$ cat src/rtl/amo_sequencer.sv
// amo_sequencer
//   Memory-stage sequencer for RV32A atomics (LR.W, SC.W, AMO*.W). Accepts
//   one request at a time, runs the read / read-modify-write / conditional
//   write phases against a simple handshake memory port, strobes the
//   reservation monitor once per legal request and returns the rd value.
//
// Ports
//   clk, rst                 clock, synchronous active-high reset
//   req_valid / req_ready    request handshake (ready only in IDLE)
//   req_funct5, req_addr,
//   req_rs2                  RV32A funct5 (aq/rl not used), rs1 address, rs2
//   mem_addr, mem_rd, mem_wr,
//   mem_wdata, mem_rdata,
//   mem_done                 memory phase interface; rd/wr held until done
//   mon_update, mon_addr,
//   mon_is_lr, mon_is_sc,
//   mon_wr, mon_success      reservation monitor interface
//   resp_valid, resp_data,
//   resp_err                 one-cycle writeback result
//
// state  | meaning
// IDLE   | waiting for a request, req_ready high
// READ   | mem_rd held until mem_done, old value captured
// WRITE  | mem_wr held until mem_done (AMO result or SC rs2)
// SC_CHK | one cycle: sample reservation monitor success
// RESP   | resp_valid for one cycle

module amo_sequencer #(
  parameter int XLEN             = 32,
  parameter bit ADDR_ALIGN_CHECK = 1'b1
) (
  input  logic            clk,
  input  logic            rst,
  input  logic            req_valid,
  output logic            req_ready,
  input  logic [4:0]      req_funct5,
  input  logic [XLEN-1:0] req_addr,
  input  logic [XLEN-1:0] req_rs2,
  output logic [XLEN-1:0] mem_addr,
  output logic            mem_rd,
  output logic            mem_wr,
  output logic [XLEN-1:0] mem_wdata,
  input  logic [XLEN-1:0] mem_rdata,
  input  logic            mem_done,
  output logic            mon_update,
  output logic [XLEN-1:0] mon_addr,
  output logic            mon_is_lr,
  output logic            mon_is_sc,
  output logic            mon_wr,
  input  logic            mon_success,
  output logic            resp_valid,
  output logic [XLEN-1:0] resp_data,
  output logic            resp_err
);

  localparam logic [4:0] F_ADD  = 5'b00000;
  localparam logic [4:0] F_SWAP = 5'b00001;
  localparam logic [4:0] F_LR   = 5'b00010;
  localparam logic [4:0] F_SC   = 5'b00011;
  localparam logic [4:0] F_XOR  = 5'b00100;
  localparam logic [4:0] F_OR   = 5'b01000;
  localparam logic [4:0] F_AND  = 5'b01100;
  localparam logic [4:0] F_MIN  = 5'b10000;
  localparam logic [4:0] F_MAX  = 5'b10100;
  localparam logic [4:0] F_MINU = 5'b11000;
  localparam logic [4:0] F_MAXU = 5'b11100;

  typedef enum logic [2:0] {
    IDLE   = 3'd0,
    READ   = 3'd1,
    WRITE  = 3'd2,
    SC_CHK = 3'd3,
    RESP   = 3'd4
  } state_t;

  state_t          r_state;
  logic [4:0]      r_funct5;
  logic [XLEN-1:0] r_addr;
  logic [XLEN-1:0] r_rs2;
  logic [XLEN-1:0] r_result;
  logic [XLEN-1:0] r_wdata;
  logic            r_mem_rd;
  logic            r_mem_wr;
  logic            r_mon_is_lr;
  logic            r_mon_is_sc;
  logic            r_mon_wr;
  logic            r_resp_valid;
  logic [XLEN-1:0] r_resp_data;
  logic            r_resp_err;

  logic            w_legal;
  logic            w_misaligned;
  logic            w_req_is_lr;
  logic            w_req_is_sc;
  logic            w_mon_update;
  logic [XLEN-1:0] w_amo_result;

  function automatic logic legal_funct5(input logic [4:0] f);
    logic ok;
    ok = 1'b0;
    case (f)
      F_ADD, F_SWAP, F_LR, F_SC, F_XOR, F_OR, F_AND,
      F_MIN, F_MAX, F_MINU, F_MAXU: ok = 1'b1;
      default:                      ok = 1'b0;
    endcase
    return ok;
  endfunction

  // Ties select old for all four min/max flavours.
  function automatic logic [XLEN-1:0] amo_op(input logic [4:0]      f,
                                             input logic [XLEN-1:0] old,
                                             input logic [XLEN-1:0] rs2);
    logic [XLEN-1:0] res;
    res = old;
    case (f)
      F_SWAP:  res = rs2;
      F_ADD:   res = old + rs2;
      F_XOR:   res = old ^ rs2;
      F_AND:   res = old & rs2;
      F_OR:    res = old | rs2;
      F_MIN:   res = ($signed(old) <= $signed(rs2)) ? old : rs2;
      F_MAX:   res = ($signed(old) >= $signed(rs2)) ? old : rs2;
      F_MINU:  res = (old <= rs2) ? old : rs2;
      F_MAXU:  res = (old >= rs2) ? old : rs2;
      default: res = old;
    endcase
    return res;
  endfunction

  assign w_legal      = legal_funct5(req_funct5);
  assign w_misaligned = ADDR_ALIGN_CHECK && (req_addr[1:0] != 2'b00);
  assign w_req_is_lr  = (req_funct5 == F_LR);
  assign w_req_is_sc  = (req_funct5 == F_SC);
  assign w_amo_result = amo_op(r_funct5, mem_rdata, r_rs2);

  // The monitor's success flag is combinational on mon_is_sc/mon_addr, so a
  // failed SC must strobe in the same SC_CHK cycle; the READ/WRITE strobes
  // follow the same same-cycle-as-completion timing for consistency.
  assign w_mon_update = ((r_state == READ)   && mem_done && r_mon_is_lr) ||
                        ((r_state == WRITE)  && mem_done)                ||
                        ((r_state == SC_CHK) && !mon_success);

  always_ff @(posedge clk) begin
    if (rst) begin
      r_state      <= IDLE;
      r_funct5     <= '0;
      r_addr       <= '0;
      r_rs2        <= '0;
      r_result     <= '0;
      r_wdata      <= '0;
      r_mem_rd     <= 1'b0;
      r_mem_wr     <= 1'b0;
      r_mon_is_lr  <= 1'b0;
      r_mon_is_sc  <= 1'b0;
      r_mon_wr     <= 1'b0;
      r_resp_valid <= 1'b0;
      r_resp_data  <= '0;
      r_resp_err   <= 1'b0;
    end else begin
      case (r_state)
        IDLE: begin
          if (req_valid) begin
            r_funct5 <= req_funct5;
            r_addr   <= req_addr;
            r_rs2    <= req_rs2;
            r_result <= '0;
            if (!w_legal || w_misaligned) begin
              r_state      <= RESP;
              r_resp_valid <= 1'b1;
              r_resp_err   <= 1'b1;
              r_resp_data  <= '0;
            end else if (w_req_is_sc) begin
              r_state     <= SC_CHK;
              r_mon_is_sc <= 1'b1;
            end else begin
              r_state     <= READ;
              r_mem_rd    <= 1'b1;
              r_mon_is_lr <= w_req_is_lr;
              r_mon_wr    <= !w_req_is_lr;
            end
          end
        end

        READ: begin
          if (mem_done) begin
            r_mem_rd <= 1'b0;
            r_result <= mem_rdata;
            if (r_mon_is_lr) begin
              r_state      <= RESP;
              r_mon_is_lr  <= 1'b0;
              r_resp_valid <= 1'b1;
              r_resp_data  <= mem_rdata;
            end else begin
              r_state  <= WRITE;
              r_mem_wr <= 1'b1;
              r_wdata  <= w_amo_result;
            end
          end
        end

        SC_CHK: begin
          if (mon_success) begin
            r_state  <= WRITE;
            r_mem_wr <= 1'b1;
            r_wdata  <= r_rs2;
            r_mon_wr <= 1'b1;
            r_result <= '0;
          end else begin
            r_state      <= RESP;
            r_mon_is_sc  <= 1'b0;
            r_result     <= {{(XLEN-1){1'b0}}, 1'b1};
            r_resp_valid <= 1'b1;
            r_resp_data  <= {{(XLEN-1){1'b0}}, 1'b1};
          end
        end

        WRITE: begin
          if (mem_done) begin
            r_state      <= RESP;
            r_mem_wr     <= 1'b0;
            r_wdata      <= '0;
            r_mon_is_sc  <= 1'b0;
            r_mon_wr     <= 1'b0;
            r_resp_valid <= 1'b1;
            r_resp_data  <= r_result;
          end
        end

        RESP: begin
          r_state      <= IDLE;
          r_resp_valid <= 1'b0;
          r_resp_data  <= '0;
          r_resp_err   <= 1'b0;
        end

        default: begin
          r_state      <= IDLE;
          r_mem_rd     <= 1'b0;
          r_mem_wr     <= 1'b0;
          r_mon_is_lr  <= 1'b0;
          r_mon_is_sc  <= 1'b0;
          r_mon_wr     <= 1'b0;
          r_resp_valid <= 1'b0;
        end
      endcase
    end
  end

  assign req_ready  = (r_state == IDLE);
  assign mem_addr   = r_addr;
  assign mem_rd     = r_mem_rd;
  assign mem_wr     = r_mem_wr;
  assign mem_wdata  = r_wdata;
  assign mon_update = w_mon_update;
  assign mon_addr   = r_addr;
  assign mon_is_lr  = r_mon_is_lr;
  assign mon_is_sc  = r_mon_is_sc;
  assign mon_wr     = r_mon_wr;
  assign resp_valid = r_resp_valid;
  assign resp_data  = r_resp_data;
  assign resp_err   = r_resp_err;

endmodule

$ cat config.mk
export PLATFORM = sky130hd
export DESIGN_NAME = amo_sequencer
export DESIGN_NICKNAME = d
export VERILOG_FILES = /design/src/rtl/amo_sequencer.sv
export SDC_FILE = /design/constraint.sdc
export NUM_CORES = 1
export LEC_CHECK = 0
export CAP_MARGIN = 40
export CELL_PAD_IN_SITES_DETAIL_PLACEMENT = 1
export CELL_PAD_IN_SITES_GLOBAL_PLACEMENT = 1
export CORE_ASPECT_RATIO = 1.1
export CORE_UTILIZATION = 38
export CTS_CLUSTER_DIAMETER = 60
export DETAILED_ROUTE_END_ITERATION = 10
export PLACE_DENSITY_LB_ADDON = 0.1
export SLEW_MARGIN = 20
export SYNTH_ARGS = -nofsm -noshare
export SYNTH_HDL_FRONTEND = slang
export SYNTH_SLANG_ARGS = --single-unit
$ cat constraint.sdc
create_clock -name clk -period 4.9 [get_ports clk]
set_clock_uncertainty 0.1 [all_clocks]
set_input_delay 0.735 -clock clk [delete_from_list [all_inputs] [get_ports clk]]
set_output_delay 0.735 -clock clk [all_outputs]
set_load 0.01 [all_outputs]
==> results of run 1 <==
==> cell families (layout without fill, tap and decap cells) <==
group	count (synthesis)	count (layout)	synth area share
buffers and inverters	239	478	0.0866
flip-flops	175	175	0.291
AO/OA/AOI/OAI	563	563	0.297
AND/OR/NAND/NOR	529	529	0.193
XOR/XNOR	24	24	0.0175
adder cells (fa/ha/maj)	97	97	0.102
multiplexers	14	14	0.0132
==> flip-flops by register name (all words and copies together) (netlist names) <==
register    cells
mem_addr       32
mem_wdata      32
r_result       32
r_rs2          32
resp_data      32
r_funct5        5
r_state         3
mem_rd          1
mem_wr          1
mon_is_lr       1
mon_is_sc       1
mon_wr          1
resp_err        1
resp_valid      1
==> worst max-delay path, stage by stage <==
cell             delay, ns
clkdlybuf4s50_1       0.49
inv_1                 0.05
ha_1                  0.30
or4_4                 0.57
or4_4                 0.58
nor2_1                0.24
a211o_2               0.26
mux2_2                0.23
a21o_1                0.29
nand3_2               0.31
buf_12                0.25
a221oi_1              0.34
a211oi_1              0.12
==> placed cells by master, fill, tap and decap left out, types with 8 or more instances in the layout <==
| master | netlist | final |
|---|---|---|
| a21o_1 | 11 | 11 |
| nand2_1 | 242 | 241 |
| nand3_1 | 51 | 51 |
| o21ai_0 | 104 | 104 |
| inv_1 | 86 | 86 |
| a221oi_1 | 32 | 32 |
| ha_1 | 96 | 96 |
| or3_1 | 8 | 8 |
| buf_4 | 33 | 114 |
| nor2_1 | 141 | 140 |
| nand2b_1 | 11 | 11 |
| a21oi_1 | 209 | 208 |
| o21bai_1 | 11 | 11 |
| a211oi_1 | 34 | 33 |
| o211ai_1 | 28 | 28 |
| xnor2_1 | 15 | 15 |
| dfxtp_1 | 175 | 173 |
| clkbuf_16 | 0 | 17 |
| o21a_1 | 10 | 10 |
| and3_1 | 9 | 9 |
| a22oi_1 | 35 | 35 |
| mux2_2 | 12 | 12 |
| o221ai_1 | 18 | 18 |
| clkdlybuf4s50_1 | 0 | 241 |
| nor3_1 | 22 | 22 |
| xor2_1 | 9 | 9 |
| nor2b_1 | 8 | 8 |
| a221o_1 | 8 | 8 |
==> power groups by stage <==
| stage | Clock (mW) | Sequential, mW | Combinational [mW] |
|---|---|---|---|
| 6_report | 1.47 | 1.54 | 1.14 |
| 5_1_grt | 1.55 | 1.55 | 1.22 |
| 3_5_place_dp | 0 | 1.57 | 1.12 |
| 2_1_floorplan | 0 | 1.55 | 0.621 |
| 3_3_place_gp | 0 | 1.57 | 1.08 |
| 4_1_cts | 1.50 | 1.54 | 1.13 |
==> cell type report <==
| type | instances | area (um^2) | share of cell area |
|---|---|---|---|
| clock buffer | 17 | 425 | 0.0268 |
| inverter | 86 | 323 | 0.0204 |
| sequential | 175 | 3510 | 0.221 |
| clock inverter | 14 | 191 | 0.0121 |
| tap | 414 | 518 | 0.0327 |
| multi-input combinational | 1227 | 7520 | 0.474 |
| timing repair buffer | 361 | 3380 | 0.213 |
==> layer usage <==
| metal | wire (um) | part of all wire |
|---|---|---|
| met1 | 20400 | 0.41 |
| met2 | 24000 | 0.48 |
| met3 | 2840 | 0.056 |
| met4 | 2970 | 0.059 |
| met5 | 0 | 0 |
==> how the worst min path moves through the flow <==
stage	startpoint	end	slack, ns
after CTS	r_result[31]	r_result[31]	0.36
after detailed placement	r_result[31]	r_result[31]	0.35
after global placement	r_result[0]	r_result[0]	0.34
after global routing	r_result[15]	r_result[15]	0.37
after floorplan	r_result[0]	r_result[0]	0.33
final	r_result[22]	r_result[22]	0.36
==> summary.txt, run 1 <==
Post-Syn Area: 12000 um^2
Max-Cap Viols: 0
fin crit period: 4.57 ns
CP arrival: 4.77 ns
initial core utilization: 0.391
Worst slew margin: 0.459
HPWL after detailed placement: 36.7 mm
final setup fails: 0
Fill cells: 3803
Flop pwr share: 0.371
Synth top area share: 0.291
Worst EP required: 5.10 ns
Iteration-0 DRC Markers: 946
top cells by count, synth: nand2_1 (242), a21oi_1 (209), dfxtp_1 (175)
peak supply drop: 0.000251 V
layout cells sized above 1: 0.0995
met2 usage: 0.525
clk sinks: 175
Die Wd: 172 um
Power Internal: 2.73 mW
Inserted Diodes: 0
flops & latches, synth: 175
RSZ-0062 raised after global routing: no
final core occ: 0.515
Worst R2R Setup Slack: 0.62 ns
crit path capture: mem_wdata[17]
clk root buf: clkbuf_16
r2r startpoint: r_rs2[27]
Syn Nets: 1844
Lkg Pwr: 6.02 nW
Post-Layout Cell Count: 2294
CTS Buffer Depth: 2
total grt overflow: 0
vias in the first global route: 13800
Mapped Avg Cell Area: 7.33 um^2
first-pass GRT wire length: 77.4 mm
IO buf count: 242
Ys Warns: 0
hold slack: 0.359 ns
top cells by area, synth: dfxtp_1 (29%), ha_1 (10%), a21oi_1 (8.7%), nand2_1 (7.6%), nor2_1 (4.4%)
min-delay worst type: register to register
Area after DPL: 15200 um^2
area grow syn2layout: 31.9%
M3 GR Usage: 0.0496
Vias: 13500
kind of critical path: input pin to register
Place WS: -0.0196 ns
post-route cell area: 15900 um^2
count of different cell masters after synthesis: 71
CTS H-Tree Depth: 4
CP max FO: 10
gpl congestion: 0.953
status: completed
dpl cells: 2263
Final Cycle Share: 0.932
top_reg_cell synth: dfxtp_1
drt pass-1 iters: 8
Synth async-reset ratio: 0
initial antenna violation count: 0
# DRC: 0
Startpoint Class: input pin
Power Total: 4.15 mW
Num CTS Buffers: 17
R2R cell count: 12
Routed WL: 50.2 mm
Pwr Density: 262 nW/um^2
Die H: 189 um
final setup margin: 0.332 ns
count of pins over their slew limit: 0
CTS Hold Buffers Added: 0
Sw Share: 0.343
CTS tree: done
hold path depth: 2
CTS resizes: 0
sequential area share after synthesis: 0.291
I/O pin count: 243
most used routing layer: met2
Hold Violations, Final: 0
CP Capture Type: register
DRT antenna net count: 0
reg2reg end: mem_wdata[17]
clk slew on worst S/H paths: 0.08 ns
# rows: 67
GRT Overall Usage: 0.310
CORE AREA: 30800 um^2
Final nets: 2071
Comb pwr share: 0.274
Setup Buffers After CTS: 0
DR vias/cell: 5.87
setup_tns: 0 ns
Wirelength per Cell: 21.9 um
largest net degree at the start of global routing: 77
Post-synth EDFFs: 0
Post-Synthesis Cells: 1641
Max Freq: 0.219 GHz
sw power: 1.42 mW
Clock power frac: 0.355
most frequent cell after synthesis: nand2_1
Yosys top cell by area: dfxtp_1
Skew-Pair Late Insertion Delay: 0.45 ns
global routing met1 resource utilization: 0.364
full die area: 32400 um^2
Setup crit start: mem_rdata[26]
Slew @ Worst Pin: 0.812 ns
(Power assumes the default switching activity.)
==> run 2, diff against run 1 <==
Settings changed: CELL_PAD_IN_SITES_DETAIL_PLACEMENT 1 to not set, CELL_PAD_IN_SITES_GLOBAL_PLACEMENT 1 to not set, CORE_UTILIZATION 38 to 40, PLACE_DENSITY_LB_ADDON 0.1 to not set.
==> run 2 against run 1 <==
Against the previous run: worst setup slack gained 0.19 ns; routed wire length fell by 9.8%; clock power is 3% lower; critical endpoint is now mem_wdata[3]; die area fell by 4.9%; utilization rose by 1.6 points.
==> summary.txt, run 2 (same netlist as run 1, synthesis figures left out) <==
status: completed
Final Cycle Share: 0.894 (-0.0378)
Place WS: 0.132 ns (+0.151 ns)
Comb pwr share: 0.272 (-0.002)
Setup Buffers After CTS: 0 (unchanged)
Lkg Pwr: 5.95 nW (-1.1%)
WL met1: 19.2 mm (-5.8%)
Flop pwr share: 0.376 (+0.005)
peak supply drop: 0.000223 V (-11%)
# rows: 66 (-1.5%)
CP Capture Type: register
post-route cell area: 15700 um^2 (-0.89%)
CP arrival: 4.65 ns (-0.12 ns)
Skew-Pair Late Insertion Delay: 0.45 ns (about the same)
CP max FO: 9 (-1)
Wirelength per Cell: 20.2 um (-7.7%)
CORE AREA: 29600 um^2 (-3.9%)
Sw Share: 0.343 (-0.000517)
Num CTS Buffers: 17 (unchanged)
Max-Cap Viols: 0 (unchanged)
Routed WL: 45.3 mm (-9.8%)
RSZ-0062 raised after global routing: no
setup_tns: 0 ns (unchanged)
Startpoint Class: input pin
area grow syn2layout: 30.7%
final setup margin: 0.517 ns (+0.185 ns)
# DRC: 0 (unchanged)
final setup fails: 0 (unchanged)
sw power: 1.39 mW (-2.3%)
Final nets: 2057 (-0.68%)
Worst slew margin: 0.522 (+0.0627)
I/O pin count: 243 (unchanged)
count of pins over their slew limit: 0 (unchanged)
Max Freq: 0.228 GHz (+4.2%)
CTS resizes: 0 (unchanged)
Post-Layout Cell Count: 2241 (-2.3%)
Hold Violations, Final: 0 (unchanged)
drt pass-1 iters: 6 (-2)
CTS H-Tree Depth: 4 (unchanged)
clk slew on worst S/H paths: 0.07 ns (about the same)
most frequent cells in the layout: clkdlybuf4s50_1 (241), nand2_1 (240), a21oi_1 (208)
Power Internal: 2.67 mW (-2.0%)
Die Wd: 167 um (-2.5%)
Die H: 184 um (-2.5%)
gpl congestion: 0.925 (-2.9%)
Area after DPL: 15100 um^2 (-0.90%)
Fill cells: 2967 (-22%)
IO buf count: 242 (unchanged)
CTS Hold Buffers Added: 0 (unchanged)
clk sinks: 175 (unchanged)
Slew @ Worst Pin: 0.715 ns (-0.0963 ns)
first-pass GRT wire length: 69.4 mm (-10%)
initial antenna violation count: 0 (unchanged)
kind of critical path: input pin to register
vias in the first global route: 12300 (-11%)
layout cells sized above 1: 0.0927 (-0.00681)
Inserted Diodes: 0 (unchanged)
Worst EP required: 5.16 ns (+0.06 ns)
clk root buf: clkbuf_16
initial core utilization: 0.407 (+0.0159)
met3 wire len: 2.67 mm (-5.8%)
total grt overflow: 0 (unchanged)
largest net degree at the start of global routing: 88 (+14%)
fin crit period: 4.38 ns (-0.185 ns)
most common cell after layout, fill and taps aside: clkdlybuf4s50_1
CTS Buffer Depth: 2 (unchanged)
min-delay worst type: register to register
met2 routed WL: 21.9 mm (-8.8%)
Top Metal Used: met4
full die area: 30800 um^2 (-4.9%)
Clock power frac: 0.352 (-0.003)
Pwr Density: 259 nW/um^2 (-1.2%)
HPWL after detailed placement: 32.2 mm (-12%)
dpl cells: 2208 (-2.4%)
DRT antenna net count: 0 (unchanged)
CTS tree: done
DR vias/cell: 5.79 (-1.3%)
GRT Overall Usage: 0.290 (-0.0204)
Iteration-0 DRC Markers: 1196 (+26%)
Vias: 13000 (-3.6%)
[run 2: cell count changes in the layout (fill, tap and decap cells not counted), moves of 2 or more]
cell,before,now
buf_16,1,3
buf_4,114,99
buf_8,2,0
dfxtp_1,173,175
dfxtp_2,2,0
inv_6,5,3
[run 2: metrics by stage]
stage	util	power, mW	hold slack, ns
floorplan	-	2.17	0.328
global placement	0.508	2.63	0.336
detailed placement	0.511	2.65	0.340
CTS	0.531	4.08	0.350
global route	0.532	4.25	0.368
finish	0.532	4.06	0.351
[run 2: worst paths after layout]
path	to	cells past startpoint	slack, ns	startpoint
worst max-delay path	mem_wdata[3]	14	0.52	mem_rdata[14]
worst min-delay path	r_result[0]	2	0.35	r_result[0]
worst max register to register	mem_wdata[5]	14	0.82	r_rs2[1]
worst min register to register	r_result[0]	2	0.35	r_result[0]
[run 2: worst max-delay path: stages]
cell	delay (ns)
clkdlybuf4s50_1	0.55
inv_1	0.11
ha_1	0.37
buf_4	0.17
nor4_1	0.50
nand4b_1	0.23
o22ai_1	0.19
or4_1	0.17
a211o_2	0.22
mux2i_2	0.30
nand2b_1	0.44
a21oi_1	0.13
a221o_1	0.33
a41oi_1	0.18
[run 2: layer usage]
metal | GRT usage | vias up
li1 | - | 6203
met1 | 0.353 | 6156
met2 | 0.513 | 535
met3 | 0.0400 | 78
met4 | 0.116 | 0
met5 | 0 | -
[run 2: power by group through the flow]
stage	sequential, mW	combinational, mW	clock (mW)
floorplan	1.55	0.621	0
global placement	1.56	1.07	0
detailed placement	1.56	1.09	0
CTS	1.53	1.10	1.46
global route	1.54	1.20	1.51
finish	1.53	1.11	1.43
[run 2: cell type report]
cell class / count / area (um^2) / area share
Clock buffer: 17 / 425 / 0.0271
Clock inverter: 15 / 176 / 0.0112
Inverter: 86 / 323 / 0.0205
Multi-Input combinational cell: 1227 / 7520 / 0.478
Sequential cell: 175 / 3500 / 0.223
Tap cell: 374 / 468 / 0.0298
Timing Repair Buffer: 347 / 3300 / 0.210
==> run 3, diff against run 2 <==
--- a/config.mk
+++ b/config.mk
@@ -12,3 +12,2 @@
 export DETAILED_ROUTE_END_ITERATION = 10
-export SLEW_MARGIN = 20
 export SYNTH_ARGS = -nofsm -noshare
==> constraint.sdc (replaced) <==
create_clock -name clk -period 4.9 [get_ports clk]
set_clock_uncertainty 0.1 [all_clocks]
set_input_delay 0.49 -clock clk [delete_from_list [all_inputs] [get_ports clk]]
set_output_delay 0.49 -clock clk [all_outputs]
set_load 0.01 [all_outputs]
==> run 3 against run 2 <==
Against the previous run: fmax grew 2.6%; largest cell class unchanged; critical path type unchanged; die area is the same; clock power is essentially flat; combinational power is essentially flat.
==> summary.txt, run 3 (same netlist as run 1, synthesis figures left out) <==
Flop pwr share: 0.378 (+0.002)
Place WS: 0.220 ns (+0.0882 ns)
Setup Buffers After CTS: 0 (unchanged)
Skew-Pair Late Insertion Delay: 0.45 ns (about the same)
clk root buf: clkbuf_16
total grt overflow: 0 (unchanged)
HPWL after detailed placement: 32.7 mm (+1.5%)
sw power: 1.34 mW (-3.6%)
GRT Overall Usage: 0.293 (+0.00288)
Startpoint Class: input pin
DRT antenna net count: 0 (unchanged)
peak supply drop: 0.000251 V (+13%)
Power Internal: 2.71 mW (+1.4%)
Worst EP required: 5.16 ns (about the same)
initial core utilization: 0.407 (unchanged)
CP Capture Type: register
Max Freq: 0.234 GHz (+2.6%)
clk sinks: 175 (unchanged)
reg2reg end: mem_wdata[1]
final setup margin: 0.629 ns (+0.112 ns)
Die Wd: 167 um (unchanged)
r2r startpoint: r_rs2[3]
kind of critical path: input pin to register
area grow syn2layout: 29.2%
hold path depth: 2 (unchanged)
Vias: 12900 (-0.46%)
Worst R2R Setup Slack: 0.71 ns (-0.11 ns)
CTS Buffer Depth: 2 (unchanged)
min-delay worst type: register to register
Lkg Pwr: 5.86 nW (-1.6%)
Hold Path Sink: r_result[26]
CTS resizes: 0 (unchanged)
DR vias/cell: 5.80 (+0.25%)
initial antenna violation count: 0 (unchanged)
Sw Share: 0.331 (-0.0113)
CP arrival: 4.53 ns (-0.12 ns)
Worst slew margin: 0.427 (-0.0943)
clk slew on worst S/H paths: 0.07 ns (about the same)
fin crit period: 4.27 ns (-0.112 ns)
IO buf count: 242 (unchanged)
most frequent cells in the layout: nand2_1 (241), clkdlybuf4s50_1 (241), a21oi_1 (208)
CTS H-Tree Depth: 4 (unchanged)
I/O pin count: 243 (unchanged)
CTS Hold Buffers Added: 0 (unchanged)
Iteration-0 DRC Markers: 1022 (-15%)
# rows: 66 (unchanged)
Slew @ Worst Pin: 0.859 ns (+0.144 ns)
status: completed
Inserted Diodes: 0 (unchanged)
setup_tns: 0 ns (unchanged)
CTS tree: done
Max-Cap Viols: 0 (unchanged)
final setup fails: 0 (unchanged)
full die area: 30800 um^2 (unchanged)
Wirelength per Cell: 20.4 um (+1.2%)
CORE AREA: 29600 um^2 (unchanged)
R2R cell count: 13 (-1)
gpl congestion: 0.948 (+2.4%)
count of pins over their slew limit: 0 (unchanged)
Hold Violations, Final: 0 (unchanged)
Final Cycle Share: 0.872 (-0.0229)
largest net degree at the start of global routing: 82 (-6.8%)
first-pass GRT wire length: 69.8 mm (+0.62%)
# DRC: 0 (unchanged)
Final nets: 2041 (-0.78%)
layout cells sized above 1: 0.0832 (-0.00946)
vias in the first global route: 12400 (+0.69%)
Clock power frac: 0.353 (about the same)
Num CTS Buffers: 17 (unchanged)
Comb pwr share: 0.269 (-0.003)
Pwr Density: 261 nW/um^2 (+0.81%)
RSZ-0062 raised after global routing: no
post-route cell area: 15500 um^2 (-1.1%)
drt pass-1 iters: 6 (unchanged)
Power Total: 4.05 mW (-0.31%)
hold_sp: r_result[26]
Area after DPL: 14900 um^2 (-1.0%)
Die H: 184 um (unchanged)
Routed WL: 45.5 mm (+0.44%)
CP max FO: 9 (unchanged)
hold slack: 0.356 ns (+0.00518 ns)
-- run 3: cell count changes in the layout (fill, tap and decap cells not counted), sizes merged --
cell,previous run,this run
clkinvlp,2,3
clkbuf,17,20
bufinv,1,2
clkinv,6,1
buf,106,90
-- run 3: cell type report --
cell class	count	area [um^2]
clock buffers	20	447
repair buffers	331	3140
clock inverters	12	148
inverters	86	323
flip-flops and latches	175	3500
fillers	2947	14000
well taps	374	468
multi-input cells	1227	7520
-- run 3: worst max-delay path: stages --
cell and delay (ns):
clkdlybuf4s50_1 0.63, inv_1 0.08, ha_1 0.43, inv_1 0.12, a221oi_1 0.29, o22ai_1 0.12
or4_1 0.47, a211o_2 0.43, mux2_2 0.34, or2_1 0.37, o31ai_4 0.36, a221oi_1 0.15
a211oi_1 0.25
-- run 3: worst max path at each step --
stage	start	end	slack, ns	cells past startpoint
5_1_grt	mem_rdata[14]	mem_wdata[1]	0.48	13
3_5_place_dp	mem_rdata[14]	mem_wdata[1]	0.22	13
6_report	mem_rdata[14]	mem_wdata[1]	0.63	13
3_3_place_gp	mem_rdata[14]	mem_wdata[1]	0.25	13
4_1_cts	mem_rdata[14]	mem_wdata[1]	0.69	13
2_1_floorplan	mem_rdata[24]	mem_wdata[27]	1.08	13
-- run 3: per-layer routing --
| layer | vias up | track usage | share of wire |
|---|---|---|---|
| li1 | 6188 | - | - |
| met1 | 6069 | 0.347 | 0.41 |
| met2 | 551 | 0.506 | 0.47 |
| met3 | 104 | 0.0446 | 0.064 |
| met4 | 0 | 0.162 | 0.053 |
| met5 | - | 0 | 0 |
-- run 3: power by group through the flow --
stage                     Clock [mW]  Sequential [mW]  Combinational [mW]
after floorplan                    0             1.55               0.621
after global placement             0             1.56                1.06
after detailed placement           0             1.56                1.07
after CTS                       1.46             1.53                1.08
after global routing            1.52             1.54                1.18
final                           1.43             1.53                1.09
-- run 3: stage by stage --
stage | std cells | util
after floorplan | 1641 | -
after global placement | 2190 | 0.503
after detailed placement | 2193 | 0.506
after CTS | 2225 | 0.526
after global routing | 2225 | 0.526
final | 2225 | 0.526
